[src/rtl/div_pkg.sv]
// Shared definitions for the multi-cycle DIV/DIVU unit: FSM states, handshake levels,
// ALU op codes and the operand magnitude helper.
package div_pkg;

  typedef enum logic [1:0] {
    DIV_FREE    = 2'b00,
    DIV_BY_ZERO = 2'b01,
    DIV_ON      = 2'b10,
    DIV_END     = 2'b11
  } div_state_e;

  localparam logic DIV_RESULT_READY     = 1'b1;
  localparam logic DIV_RESULT_NOT_READY = 1'b0;
  localparam logic DIV_START            = 1'b1;
  localparam logic DIV_STOP             = 1'b0;

  localparam logic [7:0] EXE_DIV_OP  = 8'b0001_1010;
  localparam logic [7:0] EXE_DIVU_OP = 8'b0001_1011;

  // Magnitude of a signed operand; unsigned operands pass through untouched.
  function automatic logic [31:0] abs_operand(input logic [31:0] x, input logic is_signed);
    return (is_signed && x[31]) ? (~x + 32'd1) : x;
  endfunction

endpackage

[src/rtl/div.sv]
// Radix-2 restoring divider for DIV/DIVU: 32 shift/subtract iterations, a sign-fix
// pass, then {remainder, quotient} held while EX keeps start_i asserted.
module div
  import div_pkg::*;
(
  input  logic        clk,
  input  logic        rst,
  input  logic        signed_div_i,
  input  logic [31:0] opdata1_i,
  input  logic [31:0] opdata2_i,
  input  logic        start_i,
  input  logic        annul_i,
  output logic [63:0] result_o,
  output logic        ready_o
);

  div_state_e  state;
  logic [5:0]  cnt;
  logic [64:0] dividend;
  logic [31:0] divisor;
  logic        neg_quot;
  logic        neg_rem;
  logic [32:0] trial;

  // Partial remainder sits in dividend[64:33]; the next dividend bit is folded in at [32].
  always_comb begin
    trial = {1'b0, dividend[63:32]} - {1'b0, divisor};
  end

  always_ff @(posedge clk) begin
    if (rst) begin
      state    <= DIV_FREE;
      cnt      <= '0;
      dividend <= '0;
      divisor  <= '0;
      neg_quot <= 1'b0;
      neg_rem  <= 1'b0;
      result_o <= '0;
      ready_o  <= DIV_RESULT_NOT_READY;
    end else begin
      case (state)
        DIV_FREE: begin
          if (start_i && !annul_i) begin
            if (opdata2_i == '0) begin
              state <= DIV_BY_ZERO;
            end else begin
              state    <= DIV_ON;
              cnt      <= '0;
              dividend <= {32'b0, abs_operand(opdata1_i, signed_div_i), 1'b0};
              divisor  <= abs_operand(opdata2_i, signed_div_i);
            end
            neg_quot <= signed_div_i & (opdata1_i[31] ^ opdata2_i[31]);
            neg_rem  <= signed_div_i & opdata1_i[31];
          end
          result_o <= '0;
          ready_o  <= DIV_RESULT_NOT_READY;
        end

        DIV_BY_ZERO: begin
          dividend <= '0;
          state    <= DIV_END;
        end

        DIV_ON: begin
          if (start_i && !annul_i) begin
            if (cnt != 6'd32) begin
              if (trial[32]) begin
                dividend <= {dividend[63:0], 1'b0};
              end else begin
                dividend <= {trial[31:0], dividend[31:0], 1'b1};
              end
              cnt <= cnt + 6'd1;
            end else begin
              if (neg_quot) dividend[31:0]  <= ~dividend[31:0] + 32'd1;
              if (neg_rem)  dividend[64:33] <= ~dividend[64:33] + 32'd1;
              state <= DIV_END;
              cnt   <= '0;
            end
          end else begin
            state    <= DIV_FREE;
            result_o <= '0;
            ready_o  <= DIV_RESULT_NOT_READY;
          end
        end

        DIV_END: begin
          if (start_i) begin
            result_o <= {dividend[64:33], dividend[31:0]};
            ready_o  <= DIV_RESULT_READY;
          end else begin
            state    <= DIV_FREE;
            result_o <= '0;
            ready_o  <= DIV_RESULT_NOT_READY;
          end
        end

        default: state <= DIV_FREE;
      endcase
    end
  end

endmodule

[config.mk]
export PLATFORM = sky130hd
export DESIGN_NAME = div
export DESIGN_NICKNAME = d
export VERILOG_FILES = /design/src/rtl/div_pkg.sv /design/src/rtl/div.sv
export SDC_FILE = /design/constraint.sdc
export NUM_CORES = 1
export LEC_CHECK = 0
export CORE_MARGIN = 5
export CORE_UTILIZATION = 30
export DETAILED_ROUTE_END_ITERATION = 12
export GPL_TIMING_DRIVEN = 0
export PLACE_DENSITY = 0.59
export SETUP_SLACK_MARGIN = 0.5
export SYNTH_ARGS = -nofsm -noshare
export SYNTH_HDL_FRONTEND = slang
export SYNTH_SLANG_ARGS = --single-unit
[constraint.sdc]
create_clock -name clk -period 2.78 [get_ports clk]
set_input_delay 0.278 -clock clk [delete_from_list [all_inputs] [get_ports clk]]
set_output_delay 0.278 -clock clk [all_outputs]
set_load 0.005 [all_outputs]
==> results of run 1 <==
area by class of cell:
class,instances,share of cell area
multi-input cells,1219,0.5347
flip-flops and latches,172,0.2095
repair buffers,218,0.1269
plain buffers,103,0.04280
well taps,518,0.03856
clock buffers,19,0.02635
inverters,63,0.01422
clock inverters,13,0.006922
metrics by stage:
step / worst slack [ns] / utilization
4_1_cts: 0.01344 / 0.4050
6_report: 0.02695 / 0.4360
5_1_grt: -0.07308 / 0.4360
2_1_floorplan: 0.1934 / -
3_3_place_gp: -1.181 / 0.3594
3_5_place_dp: -1.270 / 0.3594
cells in the mapped netlist (26+ instances only):
cell and n:
nor2_1 213, dfxtp_1 172, nand2_1 120, a21oi_1 117, o21ai_0 97, clkbuf_1 86, a22oi_1 75, xnor2_1 65
inv_1 62, ha_1 44, a211oi_1 43, nand3_1 35, nor3_1 35, xor2_1 34, o211ai_1 31, or3_1 26
where the power goes:
group	internal [mW]	switching [mW]
combinational	2.22	2.94
clock	1.26	1.12
sequential	2.65	0.265
total	6.13	4.32
worst reg2reg max path, stage by stage (launching register included):
cell and delay [ns]:
dfxtp_4 0.40, ha_4 0.31, nand2_2 0.06, or4_4 0.53
o31a_1 0.36, a21bo_2 0.25, clkbuf_16 0.17, buf_6 0.11
nand3_2 0.06, o211ai_1 0.13, a32o_1 0.26
what timing repair did:
action,in CTS,in global routing
pin swaps,52,61
resized for setup,227,255
setup endpoints to repair,160,154
cloned,2,7
buffers inserted,47,31
endpoints found under the hold margin,0,0
path summary, 6_finish.rpt:
path	endpoint	slack, ns	start	depth (start not counted)
max	dividend[50]	0.03	dividend[54]	10
min	divisor[26]	0.34	opdata2_i[26]	3
max reg2reg	dividend[50]	0.03	dividend[54]	10
min reg2reg	neg_quot	0.48	neg_quot	2
per-layer routing:
layer / vias to the layer above / GRT usage / routed length [µm]
li1: 6180 / - / -
met1: 6288 / 0.2652 / 19550
met2: 590 / 0.3534 / 22320
met3: 102 / 0.04156 / 3540
met4: 2 / 0.04320 / 1112
met5: - / 0 / 13
state kept, by name (all words and copies together), names as in the netlist:
signal    count
dividend     65
result_o     64
divisor      32
cnt           6
state         2
neg_quot      1
neg_rem       1
ready_o       1
cells by family (layout without fill, tap and decap cells):
logic type	after synthesis	count (layout)	synth area share
xor gates and xnor gates	99	99	0.07448
muxes	22	22	0.01902
buffers and inverters	166	416	0.05524
DFF	172	172	0.2958
AOI/OAI and AO/OA	498	498	0.2803
and+or+nand+nor	554	555	0.2261
adders and majority gates	45	45	0.04901
==> run metrics, run 1 <==
run status=finished clean; drt drc=0; WP buf/inv=2; initial antenna violation count=2; Mapped Area=11640 µm²; PwrDens=621.6 nW/µm²; startpoint types=flop; commonest non-fill, non-tap cell in the layout=nor2_1; vias in the first global route=12180; Worst-path clk slew=0.07 ns; Yosys Warn Count=0; max-cap violations=0; crit path max-delay cell type=or4_4; share of cells above drive strength 1=0.2380; Total Power=10.45 mW; period utilisation layout=0.9903; number of diodes=0; first-pass GRT wire length=69430 µm; placed cells=2206; number of synthesized flops with an enable pin=0; Rows=72; VDD IR max=0.4735 mV; Max Clk Rate=363.2 MHz; Worst Setup End Kind=flop; CP cell instances=ha_4 -> nand2_2 -> or4_4 -> o31a_1 -> a21bo_2 -> clkbuf_16 -> buf_6 -> nand3_2 -> o211ai_1 -> a32o_1; slew margin rel.=0.2506; drt first-iter violations=1241; Primary FF master, synth=dfxtp_1; Tmin final=2.753 ns; worst hold slack=0.3386 ns; Register Area=3522 µm²; drt via density=5.661; TritonCTS buffer count=17; GPL Wtd Cong=0.9349; top cell type's share of synthesized area=0.2958; worst hold path type=in -> reg; post-DP HPWL=33020 µm; Die Span X=207.0 µm; Avg WL per Cell=20.01 µm; Synth Instances=1556; worst skew pair latency=0.46 ns; Syn Nets=1670; CTS tree=built; CTS Sinks=172; fillcell total=3894; Critical Path AT=3.10 ns; final instance area=16810 µm²; gr usage total=0.2045; hold_buf cts=0; pin count of the biggest net entering global routing=17; Area Growth Syn to Fin=44.40%; Crit Path Category=reg -> reg; Crit Path Max Fanout=9; CP peak stage delay=0.53 ns; max-slew violations=0; Clock Skew=0.01718 ns; grt ovf=0; io pins=134; Core Region=38560 µm²; final-report setup violation count=0; Mean Syn Cell Area=7.481 µm²; sequential area share after synthesis=0.2958; final non-filler cell total=2325; post-synth cell types=74; Req. time, crit path=3.12 ns; clock buffer depth=2; most frequent cells in the layout=nor2_1, dfxtp_1, clkdlybuf4s50_1; CTS root buf=clkbuf_16; Final #Nets=1908; RSZ-0062 raised after global routing=yes; antenna-violating nets left=0; DIE AREA=42840 µm²; leakage power=6.151 nW; H-tree Lvls=4; biggest area consumer among synthesized cells=dfxtp_1; I/O Buffers=132; Setup TNS=0 ns; area of placed instances=13860 µm²; Worst-Margin Slew=1.124 ns; kind of cell adding the most delay to the critical path=compound AO/OA/AOI/OAI gates; #FFs+latches synth=172; Vias=13162; multi-input logic area=8989 µm²; final hold vios=0; final wirelength=46530 µm; Die H=207.0 µm; top cells by area, synth=dfxtp_1, nor2_1, a21oi_1; initial core utilization=0.3019; drt first pass iters=6; async set or reset register ratio after synthesis=0
No activity file was read; power rests on OpenSTA's default activity.
==> inputs of run 2 (changes only) <==
--- a/config.mk
+++ b/config.mk
@@ -7,7 +7,9 @@
 export LEC_CHECK = 0
 export CORE_MARGIN = 5
 export CORE_UTILIZATION = 30
+export CTS_BUF_LIST = sky130_fd_sc_hd__clkbuf_8 sky130_fd_sc_hd__clkbuf_16
 export DETAILED_ROUTE_END_ITERATION = 12
+export GPL_ROUTABILITY_DRIVEN = 0
 export GPL_TIMING_DRIVEN = 0
 export PLACE_DENSITY = 0.59
 export SETUP_SLACK_MARGIN = 0.5
==> run metrics, run 2 (synthesis gave the netlist of run 1 again) <==
run status=finished, violations left; failing checks=negative setup slack; Rows=72 (unchanged); share of cells above drive strength 1=0.2662 (+0.02823); worst reg2reg path depth=10 (unchanged); final hold vios=0 (unchanged); drt first-iter violations=1453 (+17%); Largest register FFs=65 (unchanged); Final #Nets=1938 (+1.6%); VDD IR max=0.3680 mV (-22%); final-report setup violation count=13 (+13); final wirelength=47520 µm (+2.1%); most frequent cells in the layout=nor2_1, dfxtp_1, nand2_1, clkdlybuf4s50_1, a21oi_1; Area Growth Syn to Fin=49.27%; slew margin rel.=0.2638 (+0.01321); Crit Path Category=reg -> reg; end of the critical path=dividend[46]; Worst-path clk slew=0.07 ns (about the same); Max Clk Rate=349.3 MHz (-3.8%); period utilisation layout=1.030 (+0.03962); setup ws final=-0.08318 ns (-0.1101 ns); pin count of the biggest net entering global routing=17 (unchanged); Worst-Margin Slew=1.104 ns (-0.01982 ns); Worst Setup End Kind=flop; CTS root buf=clkbuf_16; startpoint types=flop; CTS tree=built; worst slack, placed=-1.259 ns (+0.01003 ns); CTS Sinks=172 (unchanged); Vias=13373 (+1.6%); TritonCTS buffer count=17 (unchanged); clock buffer depth=2 (unchanged); RSZ-0062 raised after global routing=yes; gr usage total=0.2117 (+0.007196); leakage power=6.545 nW (+6.4%); Core Region=38560 µm² (unchanged); Crit Path Max Fanout=6 (-3); worst skew pair latency=0.46 ns (about the same); biggest regs=dividend: 65 flops, result_o: 64 flops, divisor: 32 flops; drt via density=5.679 (+0.31%); Clock Skew=0.01490 ns (-0.002285 ns); Die Span X=207.0 µm (unchanged); max-cap violations=0 (unchanged); Critical R2R Capture=dividend[46]; number of diodes=0 (unchanged); initial core utilization=0.3019 (unchanged); R2R setup slack=-0.08 ns (-0.11 ns); worst hold path type=in -> reg; commonest non-fill, non-tap cell in the layout=nor2_1; PwrDens=635.0 nW/µm² (+2.2%); worst r2r src=dividend[49]; grt ovf=0 (unchanged); Req. time, crit path=3.10 ns (-0.02 ns); post-DP HPWL=32650 µm (-1.1%); io pins=134 (unchanged); DIE AREA=42840 µm² (unchanged); drt drc=0 (unchanged); Critical Path AT=3.19 ns (+0.09 ns); utilization after layout=0.4507 (+0.01470); max-slew violations=0 (unchanged); CP startpoint=dividend[49]; antenna-violating nets left=0 (unchanged); I/O Buffers=132 (unchanged); initial antenna violation count=2 (unchanged); Setup TNS=-0.4361 ns (-0.4361 ns); drt first pass iters=7 (+1); vias in the first global route=12723 (+4.5%); H-tree Lvls=4 (unchanged); first-pass GRT wire length=72040 µm (+3.8%); Tmin final=2.863 ns (+0.1101 ns); Largest Register=dividend; Die H=207.0 µm (unchanged); Avg WL per Cell=20.18 µm (+0.83%)
==> run 2: cell types whose count changed in the layout (fill, tap and decap cells not counted), moves of 7 or more <==
cell | before | now
clkdlybuf4s50_1 | 116 | 101
a21oi_1 | 107 | 96
buf_6 | 22 | 29
buf_4 | 67 | 86
dlymetal6s2s_1 | 6 | 21
a21oi_2 | 7 | 19
clkbuf_1 | 42 | 35
clkbuf_2 | 27 | 36
==> run 2: worst max-delay path, stage by stage (launching register included) <==
cell and delay [ns]:
dfxtp_4 0.37, ha_4 0.26, buf_8 0.11, nand2_4 0.06, or4_4 0.53, o31a_1 0.42
a21bo_2 0.27, nand2_4 0.17, buf_12 0.16, mux2i_1 0.23, o221ai_1 0.16
==> run 2: cell type report <==
type / instances / area [µm²]
inverter: 63 / 241.5
multi-input combinational: 1220 / 9191
sequential: 172 / 3522
fill: 3776 / 21180
clock buffer: 21 / 480.5
clock inverter: 11 / 92.59
timing repair buffer: 247 / 2464
buffer: 103 / 737.0
tap: 518 / 648.1
==> run 2: metrics by stage <==
stage          power (mW)  cell area (µm²)  hold WS [ns]  instances
6_report            11.03            17380        0.1919       2355
5_1_grt             11.55            17380        0.1991       2355
4_1_cts             10.16            16350        0.1992       2312
3_5_place_dp        6.590            13860        0.4460       2206
3_3_place_gp        6.540            13860        0.4357       2206
2_1_floorplan       5.530            11890        0.4252       1556
==> run 2: how the worst min path moves through the flow <==
stage | from | endpoint | depth (start not counted)
floorplan | opdata2_i[0] | divisor[0] | 2
global placement | neg_quot | neg_quot | 2
detailed placement | neg_quot | neg_quot | 2
CTS | opdata2_i[26] | divisor[26] | 3
global route | opdata2_i[0] | divisor[0] | 3
finish | opdata2_i[4] | divisor[4] | 3
==> run 2: timing repair <==
action | 4_1_cts | 5_1_grt
gates resized for setup | 342 | 220
setup endpoints to repair | 160 | 151
hold buffers | 0 | 0
pin swaps | 68 | 83
cloned | 10 | 2
setup buffers | 64 | 41
==> run 2: power by group <==
group | switching [mW] | total [mW] | leakage [nW] | internal (mW)
sequential | 0.268 | 2.92 | 1.42 | 2.65
combinational | 3.18 | 5.71 | 4.83 | 2.53
clock | 1.08 | 2.41 | 0.296 | 1.32
total | 4.53 | 11.0 | 6.54 | 6.50
==> run 2: layer usage <==
| layer | GRT usage | wire [µm] | vias up |
|---|---|---|---|
| met4 | 0.08050 | 1847 | 2 |
| met5 | 0 | 13 | - |
| met1 | 0.2737 | 19500 | 6293 |
| met2 | 0.3515 | 22390 | 666 |
| met3 | 0.03968 | 3769 | 151 |
| li1 | - | - | 6261 |
